==> src/rtl/uart_rx_sequencer_if.sv <==
// Byte hand-off from the UART receive sequencer to its consumer.
// The receiver drives data/valid; the consumer answers with ready.
interface uart_rx_sequencer_if #(
  parameter int unsigned DATA_BITS = 8
);
  logic [DATA_BITS-1:0] data;
  logic                 valid;
  logic                 ready;

  modport master (output data, output valid, input ready);
  modport slave  (input data, input valid, output ready);
endinterface

==> src/rtl/uart_rx_sequencer.sv <==
// UART receive sequencer: start detect, mid-bit sampling, frame assembly,
// valid/ready byte hand-off with framing-error and overrun reporting.
module uart_rx_sequencer #(
  parameter int unsigned DATA_BITS  = 8,
  parameter int unsigned OVERSAMPLE = 16
) (
  input  logic                 clk,
  input  logic                 rst,
  input  logic                 i_rx,
  input  logic                 i_tick,
  input  logic                 i_clr,
  output logic                 o_bauden,
  output logic                 o_frame_err,
  output logic                 o_overrun,
  output logic                 o_busy,
  uart_rx_sequencer_if.master  host
);

  localparam int unsigned TickW = $clog2(OVERSAMPLE);
  localparam int unsigned BitW  = $clog2(DATA_BITS + 1);

  localparam logic [TickW-1:0] HalfTick = TickW'(OVERSAMPLE / 2 - 1);
  localparam logic [TickW-1:0] FullTick = TickW'(OVERSAMPLE - 1);
  localparam logic [BitW-1:0]  LastBit  = BitW'(DATA_BITS - 1);

  typedef enum logic [2:0] {StIdle, StStart, StData, StStop, StLoad} state_e;

  state_e               state_q;
  logic                 sync_q, rx_s_q, rx_prev_q;
  logic [TickW-1:0]     tick_cnt_q;
  logic [BitW-1:0]      bit_cnt_q;
  logic [DATA_BITS-1:0] shift_q;
  logic [DATA_BITS-1:0] data_q;
  logic                 valid_q;
  logic                 bauden_q, busy_q, frame_err_q, overrun_q;

  logic tick_go, fall;

  // Ticks are only meaningful while the generator is enabled.
  assign tick_go = i_tick & bauden_q;
  assign fall    = rx_prev_q & ~rx_s_q;

  always_ff @(posedge clk or negedge rst) begin
    if (!rst) begin
      state_q     <= StIdle;
      sync_q      <= 1'b1;
      rx_s_q      <= 1'b1;
      rx_prev_q   <= 1'b1;
      tick_cnt_q  <= '0;
      bit_cnt_q   <= '0;
      shift_q     <= '0;
      data_q      <= '0;
      valid_q     <= 1'b0;
      bauden_q    <= 1'b0;
      busy_q      <= 1'b0;
      frame_err_q <= 1'b0;
      overrun_q   <= 1'b0;
    end else begin
      sync_q      <= i_rx;
      rx_s_q      <= sync_q;
      rx_prev_q   <= rx_s_q;
      frame_err_q <= 1'b0;

      if (i_clr) overrun_q <= 1'b0;
      if (valid_q && host.ready) valid_q <= 1'b0;

      unique case (state_q)
        StIdle: begin
          if (fall) begin
            tick_cnt_q <= '0;
            bit_cnt_q  <= '0;
            state_q    <= StStart;
            bauden_q   <= 1'b1;
            busy_q     <= 1'b1;
          end
        end
        StStart: begin
          if (tick_go) begin
            if (tick_cnt_q == HalfTick) begin
              if (rx_s_q) begin
                state_q  <= StIdle;
                bauden_q <= 1'b0;
                busy_q   <= 1'b0;
              end else begin
                tick_cnt_q <= '0;
                state_q    <= StData;
              end
            end else begin
              tick_cnt_q <= tick_cnt_q + 1'b1;
            end
          end
        end
        StData: begin
          if (tick_go) begin
            if (tick_cnt_q == FullTick) begin
              shift_q    <= {rx_s_q, shift_q[DATA_BITS-1:1]};
              bit_cnt_q  <= bit_cnt_q + 1'b1;
              tick_cnt_q <= '0;
              if (bit_cnt_q == LastBit) state_q <= StStop;
            end else begin
              tick_cnt_q <= tick_cnt_q + 1'b1;
            end
          end
        end
        StStop: begin
          if (tick_go) begin
            if (tick_cnt_q == FullTick) begin
              bauden_q <= 1'b0;
              if (rx_s_q) begin
                state_q <= StLoad;
              end else begin
                frame_err_q <= 1'b1;
                state_q     <= StIdle;
                busy_q      <= 1'b0;
              end
            end else begin
              tick_cnt_q <= tick_cnt_q + 1'b1;
            end
          end
        end
        StLoad: begin
          state_q <= StIdle;
          busy_q  <= 1'b0;
          // A byte still pending and not taken this cycle is kept; the new one is dropped.
          if (!valid_q || host.ready) begin
            data_q  <= shift_q;
            valid_q <= 1'b1;
          end else begin
            overrun_q <= 1'b1;
          end
        end
        default: begin
          state_q  <= StIdle;
          bauden_q <= 1'b0;
          busy_q   <= 1'b0;
        end
      endcase
    end
  end

  assign o_bauden    = bauden_q;
  assign o_busy      = busy_q;
  assign o_frame_err = frame_err_q;
  assign o_overrun   = overrun_q;
  assign host.data   = data_q;
  assign host.valid  = valid_q;

endmodule

==> src/flat_wrapper.sv <==
// flat-port wrapper written by rule: the top's interface ports become plain ports
module uart_rx_sequencer_flat 
#(
  parameter int unsigned DATA_BITS  = 8,
  parameter int unsigned OVERSAMPLE = 16
)
  (clk, rst, i_rx, i_tick, i_clr, o_bauden, o_frame_err, o_overrun, o_busy, host_data, host_valid, host_ready);
  uart_rx_sequencer_if #(.DATA_BITS(DATA_BITS)) host_i ();
  input  logic clk;
  input  logic rst;
  input  logic i_rx;
  input  logic i_tick;
  input  logic i_clr;
  output logic o_bauden;
  output logic o_frame_err;
  output logic o_overrun;
  output logic o_busy;
  output wire logic [$bits(host_i.data)-1:0] host_data;
  output wire logic [$bits(host_i.valid)-1:0] host_valid;
  input wire logic [$bits(host_i.ready)-1:0] host_ready;
  assign host_data = host_i.data;
  assign host_valid = host_i.valid;
  assign host_i.ready = host_ready;
  uart_rx_sequencer #(.DATA_BITS(DATA_BITS), .OVERSAMPLE(OVERSAMPLE)) u_core (.clk(clk), .rst(rst), .i_rx(i_rx), .i_tick(i_tick), .i_clr(i_clr), .o_bauden(o_bauden), .o_frame_err(o_frame_err), .o_overrun(o_overrun), .o_busy(o_busy), .host(host_i));
endmodule
==> config.mk <==
export PLATFORM = sky130hd
export DESIGN_NAME = uart_rx_sequencer_flat
export DESIGN_NICKNAME = d
export VERILOG_FILES = /design/src/rtl/uart_rx_sequencer_if.sv /design/src/rtl/uart_rx_sequencer.sv /design/src/flat_wrapper.sv
export SDC_FILE = /design/constraint.sdc
export NUM_CORES = 1
export LEC_CHECK = 0
export ABC_AREA = 0
export CAP_MARGIN = 10
export CORE_MARGIN = 4
export CORE_UTILIZATION = 25
export DETAILED_ROUTE_END_ITERATION = 10
export PLACE_DENSITY_LB_ADDON = 0.08
export SKIP_CTS_REPAIR_TIMING = 1
export SLEW_MARGIN = 20
export SYNTH_ARGS = -nofsm -noshare
export SYNTH_HDL_FRONTEND = slang
export SYNTH_SLANG_ARGS = --single-unit
==> constraint.sdc <==
create_clock -name clk -period 2.8 [get_ports clk]
set_clock_uncertainty 0.1 [all_clocks]
set_input_delay 0.42 -clock clk [delete_from_list [all_inputs] [get_ports clk]]
set_output_delay 0.42 -clock clk [all_outputs]
set_load 0.02 [all_outputs]
==> results of run 1 <==
-- through the flow --
| stage | instances | area, um^2 | power (mW) | utilization, % |
|---|---|---|---|---|
| 2_1_floorplan | 135 | 1623 | 0.5226 | - |
| 6_report | 235 | 1969 | 0.8906 | 31.19 |
| 4_1_cts | 235 | 1969 | 0.9130 | 31.19 |
| 3_5_place_dp | 227 | 1884 | 0.5433 | 29.85 |
| 5_1_grt | 235 | 1969 | 0.9348 | 31.19 |
| 3_3_place_gp | 227 | 1884 | 0.5434 | 29.85 |
-- synthesized netlist by cell type (2+ instances only) --
cell type,count
dfrtp_1,32
mux2_2,17
nand2_1,6
nand3_1,5
inv_1,4
nor3_1,4
o21ai_0,4
o31ai_1,4
a21oi_1,3
buf_2,3
dfstp_2,3
nand3b_1,3
nor2_1,3
nor2b_1,3
or2_2,3
a21o_1,2
ha_1,2
nand2b_1,2
nor3b_1,2
o21a_1,2
o41ai_1,2
-- worst max-delay path, stage by stage, from the launching register on --
cell and delay [ps]:
dfrtp_1 400, ha_1 270, nand3_1 150, o31a_1 330, or4b_1 590, o22a_1 190
-- flip-flops by register name, summed over array words and instances, names as in the netlist, 3 cells and up --
name	cells
u_core.host.data	8
u_core.shift_q	8
u_core.bit_cnt_q	4
u_core.tick_cnt_q	4
u_core.state_q	3
-- path summary, 6_finish.rpt --
path / from / endpoint / slack (ps) / cells past startpoint
max reg2reg: u_core.tick_cnt_q[0]$_DFFE_PN0P_ / u_core.o_busy$_DFFE_PN0P_ / 660 / 5
min in group asynchronous: rst / u_core.o_bauden$_DFFE_PN0P_ / 450 / 2
max: u_core.tick_cnt_q[0]$_DFFE_PN0P_ / u_core.o_busy$_DFFE_PN0P_ / 660 / 5
min: u_core.sync_q$_DFF_PN1_ / u_core.rx_s_q$_DFF_PN1_ / 260 / 0
max in group asynchronous: rst / u_core.rx_prev_q$_DFF_PN1_ / 1800 / 2
min reg2reg: u_core.sync_q$_DFF_PN1_ / u_core.rx_s_q$_DFF_PN1_ / 260 / 0
-- power breakdown --
| group | leakage, nW | internal, mW | switching [mW] |
|---|---|---|---|
| Clock | 0.0412 | 0.174 | 0.184 |
| Sequential | 0.447 | 0.509 | 0.00274 |
| Combinational | 0.357 | 0.00819 | 0.0122 |
| Total | 0.845 | 0.691 | 0.199 |
-- logic make-up after synthesis --
kind of cell	Yosys count
DFF	35
muxes	18
and+or+nand+nor	38
buffers and inverters	9
xor gates and xnor gates	1
adders and majority gates	2
AOI/OAI and AO/OA	32
-- cell usage in the layout (no fill, tap or decap), drive strengths merged, types with 5 or more instances in the layout --
| cell type | instances |
|---|---|
| clkbuf | 6 |
| mux2 | 17 |
| clkdlybuf4s50 | 18 |
| nand3 | 5 |
| dfrtp | 32 |
| o21ai | 5 |
| nand2 | 6 |
-- layout make-up --
cell class	count	area (um^2)
flip-flops and latches	35	879.6
well taps	77	96.34
repair buffers	20	195.2
multi-input cells	91	698.2
fillers	664	4344
clock buffers	6	72.57
inverters	4	15.01
clock inverters	2	12.51
-- metal layers --
metal	vias up	wire length [um]	GRT usage [%]
li1	545	-	-
met1	573	1565	12.40
met2	25	1565	15.16
met3	9	111	2.235
met4	0	96	5.769
met5	-	0	0
==> impl_metrics.tcl, run 1 <==
set metrics [dict create \
    status "finished clean" \
    dieHeight_um 88.57 \
    cts-root-buf "clkbuf_8" \
    fmaxAchievable_mhz 467.1 \
    synth-seq-cells 35 \
    tightest_slew_ps 711.4 \
    cts_tree "yes" \
    portBuffers 18 \
    yosysTopAreaCell "dfrtp_1" \
    synth_area_leaders "dfrtp_1 49%, mux2_2 12%, dfstp_2 4.9%, o31ai_1 1.9%, ha_1 1.5%" \
    synth.cell_area_mm2 0.001623 \
    period_minus_slack_ps 2141 \
    h-tree-depth 2 \
    min_path_type "reg -> reg" \
    nets 165 \
    core_mm2 0.006314 \
    drt_iter0_markers 101 \
    grt_pass1_wl_um 5789 \
    critPathKind "reg -> reg" \
    ys_warn_count 0 \
    preCtsSetupSlack_ps 680.3 \
    synthAdderAreaFrac_pct 1.542 \
    synth_cell_types 47 \
    cp.required_ps 2880 \
    synthArstFlopShare_pct 100.0 \
    yosysTopAreaCellShare_pct 49.34 \
    cts_made_buffers 5 \
    grt.overflow.total 0 \
    avgSynthCellArea_um2 12.02 \
    cap_violations 0 \
    clockBufferDepth 2 \
    p_per_area_mw_per_mm2 452.2 \
    post_drt_wl_per_cell_um 14.21 \
    peakVddDrop_mv 0.1888 \
    hold_ws_ps 260.5 \
    finalCritPeriodShare_pct 76.46 \
    clkSinkCount 35 \
    ys_seq_area_share_pct 54.20 \
    antenna_cells 0 \
    ant_nets 0 \
    synth-simple-area-share_pct 13.88 \
    critPathMaxFanout 6 \
    grt_antenna_before_repair 0 \
    hold_viol 0 \
    setup_slack_ps 659.2 \
    grt_pass1_vias 1220 \
    synthToLayoutAreaGrowth_pct 21.36 \
    clock_latency_ps 280 \
    p_leak_nw 0.8454 \
    wl_um 3339 \
    drive_gt1_share_pct 22.15 \
    max_slew_margin_pct 51.35 \
    finalSetupViolCount 0 \
    yosys.area_share.xor_xnor_pct 0.5397 \
    cp-end-kind "flop" \
    synth_compound_area_share_pct 14.65 \
    synth_ff_type "dfrtp_1" \
    hpwl_um 2375 \
    initial_utilization_pct 25.70 \
    fin_setup_tns_ps 0 \
    die_area_mm2 0.007845 \
    syn-num-nets 143 \
    clk_pin_slew_ps 70 \
    report.final.slew_viol_count 0 \
    grt_setup_unrepaired "no" \
    gp_congestion 0.8158 \
    cp-start-kind "flop" \
    grt_use_total_pct 9.766 \
    vias 1152 \
    synth_top_family_by_area "compound AO/OA/AOI/OAI gates" \
    arrival_ps 2220 \
    grt_max_degree 36 \
    synth_edf_count 0 \
    post_drt_via_cell_ratio 4.902 \
    die_x_um 88.57 \
    synthMuxAreaShare_pct 12.41 \
    drc 0 \
    syn_inst 135 \
    pin_count 19 \
    dr.pass1.iters 4 \
    fp-row-count 29 \
]
Note: power is estimated with default switching activity, not from simulation.
==> run 2, diff against run 1 <==
==> constraint.sdc (replaced) <==
create_clock -name clk -period 1.9 [get_ports clk]
set_clock_uncertainty 0.1 [all_clocks]
set_input_delay 0.285 -clock clk [delete_from_list [all_inputs] [get_ports clk]]
set_output_delay 0.285 -clock clk [all_outputs]
set_load 0.02 [all_outputs]
==> run 2 against run 1 <==
Against the previous run: via count rose by 10%; first-iteration DRC count fell by 58%; cell count rose by 12%; non-clock buffer count rose by 28; global-route usage rose by 1.1 points; sequential share of layout area fell by 5.3 points; worst setup slack got worse by 660 ps; sequential cell count did not move; power rose by 50%; largest power group unchanged.
==> impl_metrics.tcl, run 2 (same netlist as run 1, synthesis figures left out) <==
set metrics [dict create \
    critPathMaxFanout 3 \
    report.final.slew_viol_count 0 \
    p_per_area_mw_per_mm2 593.8 \
    setup_slack_ps 3.086 \
    drc 0 \
    fin_cells 263 \
    grt_pass1_wl_um 6451 \
    hpwl_um 2866 \
    finalSetupViolCount 0 \
    initial_utilization_pct 25.70 \
    dp_cells 252 \
    wl_um 3819 \
    cts_tree "yes" \
    clock_latency_ps 300 \
    antenna_cells 0 \
    cp-end-kind "flop" \
    preCtsSetupSlack_ps -103.2 \
    pin_count 19 \
    critPathKind "reg -> reg" \
    hold_viol 0 \
    ant_nets 0 \
    final_cell_area_mm2 0.002243 \
    fp-row-count 29 \
    final_core_util_pct 35.53 \
    grt_antenna_before_repair 0 \
    finalCritPeriodShare_pct 99.84 \
    dr.pass1.iters 4 \
    gp_congestion 0.8198 \
    portBuffers 18 \
    regArea_um2 882.1 \
    die_x_um 88.57 \
    cts-root-buf "clkbuf_8" \
    synthToLayoutAreaGrowth_pct 38.24 \
    p_total_mw 1.332 \
    multiInputGateArea_um2 758.2 \
    grt_setup_unrepaired "yes" \
    arrival_ps 1990 \
    tightest_slew_ps 458.8 \
    clockBufferDepth 2 \
    mostFrequentLayoutCells "30 x dfrtp_1, 28 x buf_4, 17 x mux2_2, 17 x clkdlybuf4s50_1" \
    fill_cells 657 \
    post_drt_via_cell_ratio 4.821 \
    cp-start-kind "flop" \
    p_leak_nw 0.9867 \
    grt_use_total_pct 10.85 \
    cp.required_ps 1990 \
    core_mm2 0.006314 \
    dieHeight_um 88.57 \
    cap_violations 0 \
    cts_made_buffers 5 \
    h-tree-depth 2 \
    max_slew_margin_pct 69.41 \
    status "finished clean" \
    place_area_mm2 0.002083 \
    min_path_type "reg -> reg" \
    peakVddDrop_mv 0.2230 \
    fmaxAchievable_mhz 527.2 \
    grt_pass1_vias 1364 \
    drive_gt1_share_pct 40.32 \
    period_minus_slack_ps 1897 \
    grt_max_degree 36 \
    layout_commonest_cell "dfrtp_1" \
    nets 193 \
    clk_pin_slew_ps 80 \
    drt_iter0_markers 42 \
    vias 1268 \
    grt.overflow.total 0 \
    die_area_mm2 0.007845 \
    post_drt_wl_per_cell_um 14.52 \
    clkSinkCount 35 \
]
-- run 2: cell count changes in the layout (fill, tap and decap cells not counted), sizes merged --
cell           before  now
buf                 2   30
clkdlybuf4s50      18   17
dlygate4sd3         0    1
-- run 2: path summary, 6_finish.rpt --
| path | start | to | slack, ps | depth (start not counted) |
|---|---|---|---|---|
| worst min-delay path | u_core.sync_q$_DFF_PN1_ | u_core.rx_s_q$_DFF_PN1_ | 260 | 0 |
| worst max register to register | u_core.tick_cnt_q[1]$_DFFE_PN0P_ | u_core.o_busy$_DFFE_PN0P_ | 3 | 5 |
| max in group asynchronous | rst | u_core.rx_prev_q$_DFF_PN1_ | 890 | 3 |
| min in group asynchronous | rst | u_core.bit_cnt_q[3]$_DFFE_PN0P_ | 450 | 3 |
| worst max-delay path | u_core.tick_cnt_q[1]$_DFFE_PN0P_ | u_core.o_busy$_DFFE_PN0P_ | 3 | 5 |
| worst min register to register | u_core.sync_q$_DFF_PN1_ | u_core.rx_s_q$_DFF_PN1_ | 260 | 0 |
-- run 2: layer usage --
metal | wire length (um) | GRT usage (%)
met3 | 120 | 2.421
met2 | 1907 | 18.29
met4 | 82 | 4.945
met1 | 1709 | 13.20
met5 | 0 | 0
-- run 2: critical path: stages, from the launching register on --
cell	delay, ps
dfrtp_1	400
ha_4	150
nand3_1	120
o31a_1	290
or4b_4	570
o22a_1	170
-- run 2: layout make-up --
class / count / area share (%)
clock buffer: 6 / 3.235
multi-input combinational: 91 / 33.80
tap: 77 / 4.294
clock inverter: 2 / 0.5577
timing repair buffer: 48 / 18.13
inverter: 4 / 0.6693
sequential: 35 / 39.32
-- run 2: power breakdown --
part           switching, mW  internal, mW
Combinational         0.0208        0.0163
Clock                  0.286         0.256
Sequential           0.00243         0.750
-- run 2: per-stage QoR --
stage / hold WS (ps) / setup TNS [ps]
after floorplan: -110.6 / 0
after detailed placement: 251.2 / -514.0
after global placement: 249.7 / -688.4
after CTS: -63.09 / -754.1
after global routing: 268.1 / -195.7
final: 259.4 / 0
